--- src/rtl/jtopl_modcnt.sv ---
// Modulo counter: counts 0..limit on enabled cycles and flags the wrap with a
// registered one-clock terminal pulse. Synchronous clear has priority over enable.
module jtopl_modcnt #(
    parameter int W = 4
) (
    input  logic         clk,
    input  logic         rst,
    input  logic         en,
    input  logic         clr,
    input  logic [W-1:0] limit,
    output logic [W-1:0] cnt,
    output logic         tc
);

    always_ff @(posedge clk or posedge rst) begin
        if (rst) begin
            cnt <= '0;
            tc  <= 1'b0;
        end else if (clr) begin
            cnt <= '0;
            tc  <= 1'b0;
        end else if (en) begin
            if (cnt == limit) begin
                cnt <= '0;
                tc  <= 1'b1;
            end else begin
                cnt <= cnt + W'(1);
                tc  <= 1'b0;
            end
        end else begin
            tc <= 1'b0;
        end
    end

endmodule

--- src/rtl/jtopl_timebase.sv ---
// Time base: prescales cen by (div+1) into cen_div, walks a slot index
// 0..SLOTN-1 on each cen_div and flags the period following the last slot.
module jtopl_timebase #(
    parameter int DIVW  = 4,
    parameter int SLOTN = 19,
    parameter int SW    = 5
) (
    input  logic            clk,
    input  logic            rst,
    input  logic            cen,
    input  logic [DIVW-1:0] div,
    input  logic            sync,
    output logic            cen_div,
    output logic [SW-1:0]   slot,
    output logic            zero
);

    localparam logic [SW-1:0] SLOT_LAST = SW'(SLOTN - 1);

    generate
        if ((1 << SW) < SLOTN) begin : g_bad_sw
            $error("jtopl_timebase: SW too narrow for SLOTN");
        end
    endgenerate

    logic [DIVW-1:0] pcnt;
    logic [DIVW-1:0] div_act;
    logic            terminal;
    logic            slot_tc;
    logic            zero_hold;

    assign terminal = cen && (pcnt == div_act);

    // The ratio is only sampled at a period boundary so the running period keeps its length
    always_ff @(posedge clk or posedge rst) begin
        if (rst) begin
            div_act <= '1;
        end else if (sync || terminal) begin
            div_act <= div;
        end
    end

    jtopl_modcnt #(
        .W (DIVW)
    ) u_prescaler (
        .clk   (clk),
        .rst   (rst),
        .en    (cen),
        .clr   (sync),
        .limit (div_act),
        .cnt   (pcnt),
        .tc    (cen_div)
    );

    jtopl_modcnt #(
        .W (SW)
    ) u_slot (
        .clk   (clk),
        .rst   (rst),
        .en    (cen_div),
        .clr   (sync),
        .limit (SLOT_LAST),
        .cnt   (slot),
        .tc    (slot_tc)
    );

    // slot_tc marks the first clock after the last slot; zero_hold stretches it to the next cen_div
    always_ff @(posedge clk or posedge rst) begin
        if (rst) begin
            zero_hold <= 1'b0;
        end else if (sync || cen_div) begin
            zero_hold <= 1'b0;
        end else if (slot_tc) begin
            zero_hold <= 1'b1;
        end
    end

    assign zero = slot_tc | zero_hold;

endmodule

--- config.mk ---
export PLATFORM = sky130hd
export DESIGN_NAME = jtopl_timebase
export DESIGN_NICKNAME = d
export VERILOG_FILES = /design/src/rtl/jtopl_modcnt.sv /design/src/rtl/jtopl_timebase.sv
export SDC_FILE = /design/constraint.sdc
export NUM_CORES = 1
export LEC_CHECK = 0
export CAP_MARGIN = 20
export CORE_MARGIN = 4
export CORE_UTILIZATION = 40
export CTS_BUF_LIST = sky130_fd_sc_hd__clkbuf_2 sky130_fd_sc_hd__clkbuf_4 sky130_fd_sc_hd__clkbuf_8
export DETAILED_ROUTE_END_ITERATION = 16
export PLACE_DENSITY = 0.68
export REMOVE_ABC_BUFFERS = 1
export SETUP_SLACK_MARGIN = 0.2
export SLEW_MARGIN = 15
export SYNTH_ARGS = -nofsm -noshare
export SYNTH_HDL_FRONTEND = slang
export SYNTH_SLANG_ARGS = --single-unit
export TNS_END_PERCENT = 10
--- constraint.sdc ---
create_clock -name clk -period 2.5 [get_ports clk]
set_clock_uncertainty 0.1 [all_clocks]
set_input_delay 0.5 -clock clk [delete_from_list [all_inputs] [get_ports clk]]
set_output_delay 0.5 -clock clk [all_outputs]
set_load 0.005 [all_outputs]
## Word level (Yosys, flattened, before mapping)

Cells that the tools add are included.

- $add $sub $neg: 2
- Multipliers: 0
- Div/mod/pow operators: 0
- Magnitude comparators: 0
- Equality and inequality tests: 2
- Shift operators: 0
- Multiplexer cells: 14
- Bitwise logic cells: 1
- Reductions and logical operators: 6

Operators with widths:

| operator | count |
|---|---|
| 2-to-1 mux 5 bit | 3 |
| 2-to-1 mux 4 bit | 3 |
| 2-to-1 mux 1 bit | 8 |
| nonzero test 2 bit | 3 |
| adder 5 x 1 -> 5 bit (second input constant) | 1 |
| equality test 5 bit (second input constant) | 1 |
| adder 4 x 1 -> 4 bit (second input constant) | 1 |
| equality test 4 bit | 1 |
| logical OR 1 bit | 2 |
| logical AND 1 bit | 1 |
| OR 1 bit | 1 |

- Register bits after elaboration: 16
- Latch bits: 0
- RAM bits: 0
- Bits in read-only memories: 0
- Bits of input ports: 8
- Output and inout bits: 7
- Logic and storage cells: 31
- Memories kept: 0

## Depth between registers and ports, before layout

- Depth in word-level cells: 4
- Gate-level depth with buffers: 6
- Gate-level depth less buffers: 6

## Cells and area by module

A second synthesis with hierarchy kept.

- Cells, all modules: 91
- Area, all modules: 987.2 um^2

By module, submodules not included:

| module | instances | cells each | area each (um^2) | sequential area each (um^2) |
|---|---|---|---|---|
| jtopl_modcnt at u_slot | 1 | 37 | 370.4 | 150.1 |
| jtopl_modcnt at u_prescaler | 1 | 29 | 322.8 | 125.1 |
| jtopl_timebase | 1 | 25 | 294.0 | 130.1 |

## Worst setup path after synthesis

Ideal clock, no wire load.

- Kind: register -> register
- Start: register div_act[2]
- End: register div_act[0]
- Arrival: 1,302 ps
- Data required time: 2,318 ps
- Setup slack: 1,016 ps
- Stages on the path, launching flop included: 5
- Clock period less this slack: 1,484 ps
- Cells stage by stage: dfstp_2 xnor2_1 and4_4 a21oi_4 mux2_2

- Cells in the longest elaborated chain, start to end: 3

Ends and longest elaborated chain:

| what | line | text |
|---|---|---|
| from (decl) | jtopl_timebase.sv:27 | `logic [DIVW-1:0] div_act;` |
| from (signal assigned) | jtopl_timebase.sv:39 | `div_act <= div;` |
| equality test 4 bit | jtopl_timebase.sv:32 | `assign terminal = cen && (pcnt == div_act);` |
| logical AND 1 bit | jtopl_timebase.sv:32 |  |
| logical OR 1 bit | jtopl_timebase.sv:38 | `end else if (sync \|\| terminal) begin` |

No other way between the ends.
A chain may end at the register's enable or synchronous reset.

## Final worst setup path

- Start: register u_slot.tc
- End: output zero

- Cells in the longest elaborated chain, start to end: 1

Ends and longest elaborated chain:

| what | line | text |
|---|---|---|
| from (decl) | jtopl_modcnt.sv:12 | `output logic tc` |
| from (signal assigned) | jtopl_modcnt.sv:18 | `tc <= 1'b0;` |
| from (signal assigned) | jtopl_modcnt.sv:21 | `tc <= 1'b0;` |
| from (signal assigned) | jtopl_modcnt.sv:25 | `tc <= 1'b1;` |
| OR 1 bit | jtopl_timebase.sv:78 | `assign zero = slot_tc \| zero_hold;` |
| to (decl) | jtopl_timebase.sv:15 | `output logic zero` |

No other way between the ends.

==> reports/qor.txt <==
status: finished, final reports clean
max cap viols: 0
M1 GR Usage: 15.1%
setup violators final: 0
internal power: 0.402 mW
post-route ant nets: 0
synthesis-to-finish area growth: 25.8%
Critical Path Start Type: register
setup TNS: 0 ns
share of layout cells above drive strength 1: 18.1%
area of the multi-input gates: 388 sq um
Nets: 106
busiest grt layer: met2
# resized after CTS: 0
net load switching power: 0.128 mW
via count: 606
CTS H-tree depth: 1
sequential area share after synthesis: 49.7%
synth warn: 0
hold_ws: 0.447 ns
Tcrit/Tclk final: 79.9%
sw frac: 24.2%
Root Buffer: clkbuf_4
largest net degree at the start of global routing: 17
Peak VDD IR: 0.000321 V
n_diodes: 0
Slew Viols, Final: 0
Initial Util: 42.0%
global-route wire length before repair: 2430 um
Netlist Area Pre-Place: 816 sq um
vias in the first global route: 549
final wirelength: 1430 um
post-route setup slack: 0.502 ns
CTS sink count: 16
Post CTS Setup Buffer Count: 0
Worst path top cell family by delay: buffers and inverters
#FFs+latches synth: 16
Post-Synthesis Cells: 77
commonest cells after routing, fill and taps aside: clkdlybuf4s50_1, dfrtp_1, nor2_1, xnor2_1, a21oi_1
Inserted Clock Buffers: 3
global-route met3 utilization: 3.38%
routability cong.: 0.642
CP peak stage delay: 0.45 ns
min cycle time layout: 2.00 ns
Overflow after GRT: 0
area of the die: 2830 sq um
WP buf/inv: 1
Req. time, crit path: 1.90 ns
CP max stage cell: clkdlybuf4s50_1
Post-Layout Cell Count: 121
IO buf count: 14
initial antenna violation count: 0
# fillers: 184
FP Rows: 16
Ports: 15
most common cell after layout, fill and taps aside: clkdlybuf4s50_1
crit-path cells: or2_2 > clkdlybuf4s50_1
Fmax: 500 MHz
drt drc: 0
Crit. End Element: output port
WL/cell: 11.9 um
Skew-Pair Late Insertion Delay: 0.29 ns
Reg power frac: 54.3%
CP max FO: 2
Hold WC Path Type: input port to async pin
Hold Fails Final Rpt: 0
Distinct cells, synth: 27
all-layer global routing usage: 12.3%
unrepaired setup endpoints after global routing: no
Rel. slew slack: 62.1%
Synth Area per Inst: 10.6 sq um
total iterations of the first detailed-routing run: 4
Clock power frac: 33.0%
TritonCTS clock tree: yes
die height: 53.2 um
PwrDens: 516 nW/um^2
R2R Setup Slk: 0.91 ns
Clock Tree Buf Depth: 2
Detailed Route Iter0 Violations: 5
Worst Tran Pin Value: 0.567 ns
vias per inst: 5.01
pre-CTS setup slack: 0.558 ns
DIE WIDTH: 53.2 um
dpl hpwl: 1090 um
worst endpoint data arrival time: 1.40 ns
worst setup path class: register to output port
placed cell count: 117
GRT met2 Usage: 18.8%
CTS clk-pin slew, worst paths: 0.10 ns
CTS hold repair buffers: 0
Register Area: 405 sq um
Comb power frac: 12.6%
leakage power: 0.429 nW
Placeable Area: 1940 sq um
-- worst paths after layout --
kind,startpoint,end,depth (start not counted)
worst min-delay path,rst,u_prescaler.cnt[3],2
min in group clk,u_prescaler.tc,zero_hold,1
worst max-delay path,u_slot.tc,zero,2
worst max register to register,div_act[2],div_act[2],4
worst min register to register,u_prescaler.tc,zero_hold,1
max in group asynchronous,rst,div_act[3],2
-- metrics by stage --
step	util (%)	instance area, sq um	total power, mW
3_5_place_dp	51.0	990	0.360
2_1_floorplan	-	808	0.332
6_report	52.8	1030	0.530
4_1_cts	52.8	1030	0.538
5_1_grt	52.8	1030	0.557
3_3_place_gp	51.0	990	0.358
-- routing by layer --
layer | vias to the layer above | wire, um
met5 | - | 0
met4 | 0 | 25
met3 | 3 | 46
met2 | 9 | 716
met1 | 295 | 645
li1 | 299 | -
-- Yosys cell counts --
master    number  area, sq um
nor3b_1        1         7.51
a31oi_1        2         12.5
o21a_1         1         7.51
clkbuf_1       2         7.51
a21oi_1        6         30.0
nand3_1        5         25.0
inv_1          4         15.0
ha_1           3         37.5
nand4_1        1         6.26
dfstp_2        4          105
nand2_1        3         11.3
nand3b_1       2         15.0
and4bb_2       1         12.5
and2_1         2         12.5
or2b_1         1         7.51
nor3_1         2         10.0
xnor2_1        6         52.6
a21oi_4        1         16.3
nor2b_1        1         6.26
or2_2          1         6.26
a22oi_1        1         7.51
nor2_1         7         26.3
nand4b_1       1         8.76
mux2_2         4         45.0
and4_4         1         11.3
nand2b_1       2         12.5
dfrtp_1       12          300
-- registers in the layout, indices dropped and copies added, names as in the netlist --
name and count:
u_prescaler.tc 1, u_slot.cnt 5, u_prescaler.cnt 4, zero_hold 1, u_slot.tc 1, div_act 4
-- cells by family (layout without fill, tap and decap cells) --
| kind of cell | count (synthesis) | in the layout | share of synthesized area [%] |
|---|---|---|---|
| compound gates | 11 | 11 | 9.05 |
| xor+xnor | 6 | 6 | 6.44 |
| fa+ha+maj | 3 | 3 | 4.60 |
| buf+inv | 6 | 23 | 2.76 |
| flops | 16 | 16 | 49.7 |
| mux | 4 | 4 | 5.52 |
| simple gates | 31 | 31 | 21.9 |
-- power by group through the flow --
stage          clock network [mW]  registers, mW  logic, mW
3_3_place_gp                    0          0.292     0.0653
2_1_floorplan                   0          0.290     0.0418
3_5_place_dp                    0          0.293     0.0672
4_1_cts                     0.181          0.288     0.0683
6_report                    0.175          0.288     0.0669
5_1_grt                     0.194          0.290     0.0736
-- layout make-up --
cell class	count	share of cell area, %
Multi-Input combinational cell	55	37.8
Tap cell	27	3.29
Timing Repair Buffer	15	14.4
Clock buffer	4	3.54
Inverter	4	1.46
Sequential cell	16	39.5
No activity file was read; power rests on OpenSTA's default activity.
